--- src/rtl/fft8_twiddle_sequencer.sv ---
// Twiddle-address sequencer for an 8-point radix-2 DIT FFT: walks 3 stages x 4
// butterflies, fetches each twiddle from a 1-cycle ROM and hands out descriptors.
module fft8_twiddle_sequencer #(
  parameter bit INVERSE = 1'b0
) (
  input  logic        clk,
  input  logic        rst_n,
  input  logic        start,
  output logic        busy,
  output logic        done,
  output logic [1:0]  rom_addr,
  input  logic [31:0] rom_real,
  input  logic [31:0] rom_imag,
  output logic        bf_valid,
  input  logic        bf_ready,
  output logic [1:0]  bf_stage,
  output logic [2:0]  bf_idx_a,
  output logic [2:0]  bf_idx_b,
  output logic [31:0] bf_w_real,
  output logic [31:0] bf_w_imag,
  output logic [2:0]  fsm_state
);

  // Handshake: a descriptor transfers on any rising edge where bf_valid and
  // bf_ready are both high; while bf_valid is high and bf_ready is low, every
  // bf_* output and rom_addr holds its value. bf_ready with bf_valid low is ignored.

  typedef enum logic [2:0] {IDLE, FETCH, LOAD, OUT, DONE} state_t;

  state_t      state, state_nxt;
  logic [3:0]  cnt;
  logic [3:0]  cnt_inc;
  logic        hs;
  logic [31:0] w_imag_in;

  // Closed forms of e = p*(4>>s) and a = 2*half*g + p, one case per stage.
  function automatic logic [1:0] tw_exp(input logic [3:0] c);
    case (c[3:2])
      2'd1:    tw_exp = {c[0], 1'b0};
      2'd2:    tw_exp = c[1:0];
      default: tw_exp = 2'd0;
    endcase
  endfunction

  function automatic logic [2:0] idx_top(input logic [3:0] c);
    case (c[3:2])
      2'd0:    idx_top = {c[1:0], 1'b0};
      2'd1:    idx_top = {c[1], 1'b0, c[0]};
      default: idx_top = {1'b0, c[1:0]};
    endcase
  endfunction

  function automatic logic [2:0] half_span(input logic [1:0] s);
    case (s)
      2'd0:    half_span = 3'd1;
      2'd1:    half_span = 3'd2;
      default: half_span = 3'd4;
    endcase
  endfunction

  assign cnt_inc   = cnt + 4'd1;
  assign hs        = (state == OUT) && bf_valid && bf_ready;
  assign busy      = (state != IDLE);
  assign done      = (state == DONE);
  assign fsm_state = state;

  // Conjugation flips the sign bit but keeps a zero imaginary part at +0.
  always_comb begin
    w_imag_in = rom_imag;
    if (INVERSE && (rom_imag[30:0] != 31'd0)) begin
      w_imag_in = {~rom_imag[31], rom_imag[30:0]};
    end
  end

  always_ff @(posedge clk or negedge rst_n) begin
    if (!rst_n) begin
      state <= IDLE;
    end else begin
      state <= state_nxt;
    end
  end

  always_comb begin
    state_nxt = state;
    case (state)
      IDLE:    if (start) state_nxt = FETCH;
      FETCH:   state_nxt = LOAD;
      LOAD:    state_nxt = OUT;
      OUT:     if (hs) state_nxt = (cnt == 4'd11) ? DONE : FETCH;
      DONE:    state_nxt = IDLE;
      default: state_nxt = IDLE;
    endcase
  end

  always_ff @(posedge clk or negedge rst_n) begin
    if (!rst_n) begin
      cnt       <= 4'd0;
      rom_addr  <= 2'd0;
      bf_valid  <= 1'b0;
      bf_stage  <= 2'd0;
      bf_idx_a  <= 3'd0;
      bf_idx_b  <= 3'd0;
      bf_w_real <= 32'd0;
      bf_w_imag <= 32'd0;
    end else begin
      case (state)
        IDLE: begin
          if (start) begin
            cnt      <= 4'd0;
            rom_addr <= tw_exp(4'd0);
          end
        end
        LOAD: begin
          bf_w_real <= rom_real;
          bf_w_imag <= w_imag_in;
          bf_stage  <= cnt[3:2];
          bf_idx_a  <= idx_top(cnt);
          bf_idx_b  <= idx_top(cnt) + half_span(cnt[3:2]);
          bf_valid  <= 1'b1;
        end
        OUT: begin
          if (hs) begin
            bf_valid <= 1'b0;
            if (cnt != 4'd11) begin
              cnt      <= cnt_inc;
              rom_addr <= tw_exp(cnt_inc);
            end
          end
        end
        default: ;
      endcase
    end
  end

endmodule

--- config.mk ---
export PLATFORM = sky130hd
export DESIGN_NAME = fft8_twiddle_sequencer
export DESIGN_NICKNAME = d
export VERILOG_FILES = /design/src/rtl/fft8_twiddle_sequencer.sv
export SDC_FILE = /design/constraint.sdc
export NUM_CORES = 1
export LEC_CHECK = 0
export ABC_AREA = 1
export BUFFER_PORTS_ARGS = -buffer_cell sky130_fd_sc_hd__buf_4
export CORE_AREA = 5 5 96 98
export DETAILED_ROUTE_END_ITERATION = 8
export DIE_AREA = 0 0 101 103
export PLACE_DENSITY = 0.75
export SYNTH_ARGS = -nofsm -noshare
export SYNTH_HDL_FRONTEND = slang
export SYNTH_SLANG_ARGS = --single-unit
--- constraint.sdc ---
create_clock -name clk -period 1.6 [get_ports clk]
set_clock_uncertainty 0.2 [all_clocks]
set_input_delay 0.16 -clock clk [delete_from_list [all_inputs] [get_ports clk]]
set_output_delay 0.16 -clock clk [all_outputs]
set_load 0.02 [all_outputs]
==> flow_summary.ini, run 1 <==
[route]
vias = 3364
postRouteAntennaNets = 0
viasPerCell = 4.50
wl_per_cell_um = 14.0
drt_pass1_iterations = 4
routed_wl_mm = 10.5
drc = 0
drt_iter0_markers = 175

[power]
cellPowerDensity_nw_per_um2 = 1900
leakage_nw = 3.14
max-vdd-ir-drop_mv = 1.04

[sta]
rsz0062_at_grt = yes
maxSlewViolCount = 0
setup_violations = 9
hold_viol = 0
fmax_mhz = 565
tightest_slew_ns = 0.440
relSlewSlack_pct = 70.6
fin_crit_ns = 1.77
fin_crit_sh_pct = 111
setup_slack_ns = -0.171

[synthesis]
synth_top_area_share_pct = 60.8
ys_warn_count = 0
yosys-top-cells-count = 239 x nand2_1, 82 x dfrtp_1, 12 x buf_2, 12 x inv_1, 12 x nor2_1
synthTopCellsByArea = dfrtp_1 61%, nand2_1 27%, buf_2 1.8%
synth_edf_count = 0
synthesis.area_sq_um = 3370
ys_ff_latch = 82
yosysTopAreaCell = dfrtp_1
synth_cells = 396
yosysSeqAreaShare_pct = 60.8
ys.flop_type = dfrtp_1
synth_nets = 469
avgSynthCellArea_sq_um = 8.52
synth_most_common_cell = nand2_1
synth.distinct_cells = 23
async_reset_ff_share_pct = 100

[finish]
syn_to_final_growth_pct = 72.4
final_cell_count_no_fill = 747
n_antenna_cell = 0
fin_nets = 707
stdcell_area_sq_um = 5820
nFillCells = 625
drive_above_1_share_pct = 35.8

[critical_path]
crit_start = cnt[0]
cpPeakStageDelay_ns = 0.46
cp.buffers_inverters = 2
r2r_slack_ns = -0.17
critPathCapture = cnt[1]
reg2regPathDepth = 9
path_depth = 9
regToRegStartpoint = cnt[0]
critPathKind = flip-flop to flip-flop
crit_chain = ha_4, buf_4, buf_6, nand3_4, nor2_4, nor2_4, nand2_4, nand2_2, nand2_1
worstPathArrival_ns = 1.79
r2r_end = cnt[1]
crit_fanout = 7
start_kind = flip-flop
crit_top_cell = nor2_4
cpLargestDelayFamily = simple AND/OR/NAND/NOR gates
slowest_stage = dfrtp_2
end_kind = flip-flop
cp.required_ns = 1.62

[clock_network]
clock_latency_ns = 0.33
cts_buffer_depth = 2
htreeDepth = 3
cts_buffers = 9
cts_tree = yes
cts.sinks = 82
cts_root_buf = clkbuf_8
clk_pin_slew_ns = 0.08

[min_path]
hp-class = input port to flip-flop

[global_route]
grtUsageMet1_pct = 23.3
grt.busiest_layer = met2
grt_util_met2_pct = 36.4
met3_usage_pct = 4.74
grt_pass1_vias = 3362
grt_use_total_pct = 19.9
overflow = 0
antenna_found_initial = 0
grt_pass1_wl_mm = 16.3
grt_max_degree = 83

[placed_design]
placed_cell_area_sq_um = 4740
hpwl_mm = 6.05
dp_cells = 655
gp_congestion = 0.850
portBuffers = 147

[floorplan]
core_sq_um = 8380
die_area_sq_um = 10400
rows = 34
die_y_um = 103
start_util_pct = 40.3
fp.dieW_um = 101
io_pins = 148

[run]
maxCapViolCount = 0

[outcome]
status = finished, violations left
violations = setup timing
## worst min-delay path by stage
| stage | end | from | slack (ns) | cells past startpoint |
|---|---|---|---|---|
| after global placement | rom_addr[0] | rst_n | 0.02 | 2 |
| after floorplan | bf_idx_a[0] | rst_n | -0.34 | 0 |
| after CTS | fsm_state[2] | start | 0.009 | 5 |
| after detailed placement | rom_addr[0] | rst_n | 0.03 | 2 |
| after global routing | fsm_state[2] | start | 0.08 | 5 |
| final | fsm_state[2] | start | 0.06 | 5 |
## cells by family after synthesis
group	synth area share (%)
and+or+nand+nor	31.3
DFF	60.8
buffers and inverters	4.01
AOI/OAI and AO/OA	1.26
adders and majority gates	2.08
xor gates and xnor gates	0.519
## per-stage QoR
step | setup slack (ns) | setup TNS, ns | power, mW | util, % | hold WS [ns]
floorplan | -0.0763 | -0.206 | 6.63 | - | -0.336
CTS | -0.0875 | -0.287 | 10.9 | 67.8 | 0.00857
finish | -0.171 | -1.21 | 11.1 | 69.4 | 0.0649
detailed placement | -0.150 | -0.412 | 9.08 | 56.6 | 0.0254
global route | -0.212 | -1.63 | 11.9 | 69.4 | 0.0790
global placement | -0.0898 | -0.216 | 8.94 | 56.6 | 0.0175
## power breakdown
group,switching (mW),internal [mW],total [mW]
Sequential,0.592,3.03,3.62
Clock,0.745,0.774,1.52
Combinational,3.44,2.47,5.91
Total,4.78,6.27,11.1
## placed cells by master, fill, tap and decap left out, types with 2 or more instances in the layout
master / n
nand2_1: 231
buf_4: 167
dfrtp_1: 78
dlygate4sd3_1: 66
inv_1: 10
nand2_2: 10
clkbuf_8: 10
nor2_1: 8
nand3_1: 7
nor2_4: 5
buf_6: 5
inv_2: 4
dfrtp_2: 4
buf_12: 4
o21ai_1: 3
ha_4: 3
nand3_2: 2
nor2_2: 2
o21ai_0: 2
clkinvlp_4: 2
## routing by layer
metal | routed length, um | vias to the layer above | share of wire [%]
li1 | - | 1672 | -
met1 | 4200 | 1580 | 40
met2 | 5670 | 106 | 54
met5 | 0 | - | 0
met4 | 56 | 0 | 0.53
met3 | 568 | 6 | 5.4
## repair_timing
item	in CTS	in global routing
endpoints found under the setup margin	5	11
endpoints found under the hold margin	149	0
pin swaps	9	9
hold buffers	66	0
buffers inserted	5	6
resized for setup	10	28
## sequential cells by signal (all words and copies together), names as in the netlist
register	flops
bf_w_real	32
bf_w_imag	32
cnt	4
fsm_state	3
bf_idx_b	3
rom_addr	2
bf_idx_a	3
bf_stage	2
bf_valid	1
## cell type report
class	instances	area [sq um]	share of cell area, %
timing repair buffer	242	2050	35.3
clock buffer	11	141	2.43
clock inverter	5	62.6	1.08
sequential	82	2060	35.4
tap	108	135	2.32
multi-input combinational	284	1310	22.5
inverter	15	58.8	1.01
## worst reg2reg max path, delay by kind of cell (launching register included)
| family | cells | cell delay, ns |
|---|---|---|
| AND/OR/NAND/NOR | 6 | 0.59 |
| adder cells (fa/ha/maj) | 1 | 0.19 |
| buffers and inverters | 2 | 0.24 |
| flip-flops | 1 | 0.46 |
Power figures use the tool's default switching activity.
==> run 2, diff against run 1 <==
- MAX_ROUTING_LAYER: default -> met4
==> flow_summary.ini, run 2 (synthesis results as in run 1) <==
[outcome]
violations = setup timing
status = finished, violations left

[route]
viasPerCell = 4.52
routed_wl_mm = 10.5
postRouteAntennaNets = 0
drt_pass1_iterations = 4
drt_iter0_markers = 193
wl_per_cell_um = 14.0
drc = 0
vias = 3374

[placed_design]
dp_slack_ns = -0.150
gp_congestion = 0.864
placed_cell_area_sq_um = 4740
hpwl_mm = 6.05
portBuffers = 147

[critical_path]
crit_top_cell = nor2_4
cp.required_ns = 1.63
crit_chain = ha_4, buf_4, buf_6, nand3_4, nor2_4, nor2_4, nand2_4, nand2_2, nand2_1
cpPeakStageDelay_ns = 0.45
worstPathArrival_ns = 1.78
start_kind = flip-flop
reg2regPathDepth = 9
end_kind = flip-flop
crit_fanout = 7
slowest_stage = dfrtp_2
critPathKind = flip-flop to flip-flop

[finish]
reg_top3 = bf_w_imag x32, bf_w_real x32, cnt x4
final_cell_mix = 231 x nand2_1, 167 x buf_4, 78 x dfrtp_1, 66 x dlygate4sd3_1
mostFrequentLayoutCell = nand2_1
syn_to_final_growth_pct = 72.4
fin_nets = 707
stdcell_area_sq_um = 5820
drive_above_1_share_pct = 35.8
n_antenna_cell = 0

[sta]
fmax_mhz = 568
rsz0062_at_grt = yes
hold_viol = 0
setup_violations = 9
maxSlewViolCount = 0
setup_slack_ns = -0.159
finalSetupTns_ns = -1.13
fin_crit_sh_pct = 110
fin_crit_ns = 1.76
relSlewSlack_pct = 71.0
tightest_slew_ns = 0.435

[floorplan]
core_sq_um = 8380
fp.dieW_um = 101
start_util_pct = 40.3
io_pins = 148
die_area_sq_um = 10400
die_y_um = 103
rows = 34

[power]
power_mw = 11.0
cellPowerDensity_nw_per_um2 = 1900
leakage_nw = 3.14
max-vdd-ir-drop_mv = 1.03

[clock_network]
cts_buffers = 9
cts_root_buf = clkbuf_8
clock_latency_ns = 0.33
cts_tree = yes
cts.sinks = 82
cts_buffer_depth = 2
htreeDepth = 3
clk_pin_slew_ns = 0.08

[global_route]
antenna_found_initial = 0
grt_max_degree = 83
grt_pass1_vias = 3350
overflow = 0
grt_use_total_pct = 20.5
grt_pass1_wl_mm = 16.3

[min_path]
hp-class = input port to flip-flop
holdPathStages = 5

[run]
maxCapViolCount = 0
[run 2: cell counts in the layout (fill, tap and decap cells not counted)]
Identical to the previous run, type by type.
[run 2: path summary, 6_finish.rpt]
path	to	startpoint	slack [ns]
max	cnt[1]	cnt[0]	-0.16
min	fsm_state[2]	start	0.07
max reg2reg	cnt[1]	cnt[0]	-0.16
min reg2reg	bf_idx_b[0]	bf_idx_b[0]	0.28
max in group asynchronous	fsm_state[1]	rst_n	0.64
min in group asynchronous	bf_w_imag[3]	rst_n	0.18
[run 2: timing repair]
| action | 4_1_cts | 5_1_grt |
|---|---|---|
| setup buffers | 5 | 6 |
| resized for setup | 10 | 28 |
| pin swaps | 9 | 9 |
| cloned | 0 | 0 |
| setup endpoints to repair | 5 | 11 |
| hold endpoints to repair | 149 | 0 |
| hold buffers | 66 | 0 |
[run 2: critical path: cells and delay by family (launching register included)]
kind	cells	cell delay [ns]
adder cells (fa/ha/maj)	1	0.19
AND/OR/NAND/NOR	6	0.56
flip-flops	1	0.45
buffers and inverters	2	0.24
[run 2: cell type report]
type / instances / area (sq um)
fillers: 625 / 2560
flip-flops and latches: 82 / 2060
repair buffers: 242 / 2050
multi-input cells: 284 / 1310
clock buffers: 11 / 141
well taps: 108 / 135
clock inverters: 5 / 62.6
inverters: 15 / 58.8
[run 2: where the power goes]
| part | internal [mW] | switching (mW) |
|---|---|---|
| sequential | 3.03 | 0.591 |
| combinational | 2.47 | 3.44 |
| clock | 0.774 | 0.745 |
| total | 6.27 | 4.77 |
[run 2: per-stage QoR]
step,hold WS [ns],util [%],cells
floorplan,-0.336,-,396
detailed placement,0.0254,56.6,655
global route,0.0764,69.4,747
global placement,0.0175,56.6,655
finish,0.0659,69.4,747
CTS,0.00857,67.8,742
[run 2: per-layer routing]
metal  global-route usage, %  vias up  part of all wire (%)
met5                       -        -                     0
met4                    5.01        0                  0.33
met3                    3.86        4                   5.0
met2                    36.6      108                    54
met1                    23.9     1591                    40
li1                        -     1671                     -
==> run 3, diff against run 2 <==
- CORE_AREA: 5 5 96 98 -> 2 2 95 97
- DIE_AREA: 0 0 101 103 -> 0 0 97 99
- PLACE_DENSITY: 0.75 -> 0.72
==> flow_summary.ini, run 3 (synthesis results as in run 1) <==
[outcome]
status = finished, violations left
violations = setup timing

[clock_network]
htreeDepth = 3
clock_latency_ns = 0.34
cts_tree = yes
cts_root_buf = clkbuf_8
cts_buffer_depth = 2
cts_buffers = 9
clk_pin_slew_ns = 0.09
cts.sinks = 82

[route]
drt_iter0_markers = 126
drt_pass1_iterations = 5
wl_per_cell_um = 13.4
postRouteAntennaNets = 0
routed_wl_mm = 10.1
drc = 0
vias = 3443
viasPerCell = 4.60

[min_path]
hold_start = start
hp-class = input port to flip-flop
holdPathStages = 5
whs_endpoint = fsm_state[2]

[sta]
setup_slack_ns = -0.189
setup_violations = 8
maxSlewViolCount = 0
relSlewSlack_pct = 77.9
tightest_slew_ns = 0.332
rsz0062_at_grt = yes
fin_crit_sh_pct = 112
hold_viol = 0
fmax_mhz = 559
fin_crit_ns = 1.79

[critical_path]
r2r_end = rom_addr[1]
r2r_slack_ns = -0.19
start_kind = flip-flop
crit_fanout = 4
end_kind = flip-flop
critPathKind = flip-flop to flip-flop
regToRegStartpoint = cnt[1]
reg2regPathDepth = 12
worstPathArrival_ns = 1.88
cp.required_ns = 1.69

[global_route]
antenna_found_initial = 0
grt_pass1_vias = 3403
overflow = 0
grt_use_total_pct = 21.0
grt_pass1_wl_mm = 16.0
grt_max_degree = 75

[finish]
mostFrequentLayoutCell = nand2_1
final_cell_mix = 233 x nand2_1, 168 x buf_4, 78 x dfrtp_1, 66 x dlygate4sd3_1, 12 x inv_1
final_cell_count_no_fill = 749
reg_top3 = bf_w_imag x32, bf_w_real x32, cnt x4
n_antenna_cell = 0
drive_above_1_share_pct = 35.1
fin_nets = 709
syn_to_final_growth_pct = 73.3
nFillCells = 648

[floorplan]
start_util_pct = 39.4
core_sq_um = 8550
die_area_sq_um = 9600
rows = 34
fp.dieW_um = 97
die_y_um = 99
io_pins = 148

[run]
maxCapViolCount = 0

[power]
cellPowerDensity_nw_per_um2 = 1930
leakage_nw = 3.19
max-vdd-ir-drop_mv = 1.08

[placed_design]
dp_cells = 657
gp_congestion = 0.847
hpwl_mm = 5.97
dp_slack_ns = -0.178
portBuffers = 147
run 3: metrics by stage:
step,util (%),total power [mW],cell area (sq um),TNS (ns),hold slack (ns)
3_5_place_dp,55.5,9.02,4750,-0.434,-0.117
4_1_cts,66.9,11.1,5720,-0.377,0.00399
2_1_floorplan,-,6.63,3390,-0.206,-0.336
5_1_grt,68.3,12.0,5840,-1.19,0.0662
6_report,68.3,11.3,5840,-0.646,0.0479
3_3_place_gp,55.5,8.88,4750,-0.219,-0.119
run 3: final cells by class:
cell class | count | area [sq um] | share of cell area (%)
clock buffer | 9 | 124 | 2.12
sequential | 82 | 2060 | 35.2
inverter | 15 | 58.8 | 1.01
tap | 108 | 135 | 2.31
timing repair buffer | 244 | 2060 | 35.3
clock inverter | 7 | 118 | 2.01
multi-input combinational | 284 | 1290 | 22.1
run 3: worst max-delay path, stage by stage (launching register included):
cell and delay, ns:
dfrtp_1 0.46, buf_6 0.15, nand3_1 0.08, nand2_1 0.09, nand2_2 0.07, inv_1 0.07, ha_2 0.18, nand2_1 0.07
nand2_1 0.07, nand2_1 0.06, nor2_1 0.09, nand3_1 0.08, nand2_1 0.07
run 3: what timing repair did:
item | in CTS | in global routing
setup endpoints to repair | 7 | 11
hold endpoints to repair | 149 | 0
gates resized for setup | 9 | 22
hold buffers | 66 | 0
buffers inserted | 4 | 6
pin swaps | 6 | 13
run 3: routing by layer:
metal,vias up,part of all wire (%),track usage (%)
li1,1681,-,-
met1,1610,42,25.5
met5,-,0,-
met2,132,51,35.7
met3,20,4.9,4.61
met4,0,1.4,5.85
run 3: how the worst max path moves through the flow:
stage	start	endpoint	slack [ns]	depth (start not counted)
global route	cnt[1]	rom_addr[1]	-0.27	12
finish	cnt[1]	rom_addr[1]	-0.19	12
CTS	cnt[0]	rom_addr[1]	-0.14	9
global placement	cnt[0]	rom_addr[1]	-0.09	9
floorplan	cnt[0]	rom_addr[1]	-0.08	9
detailed placement	cnt[0]	rom_addr[1]	-0.18	9
run 3: power by group:
part           internal, mW  switching, mW  total (mW)
registers              3.03          0.573        3.60
clock network          1.04          0.755        1.79
logic                  2.48           3.39        5.87
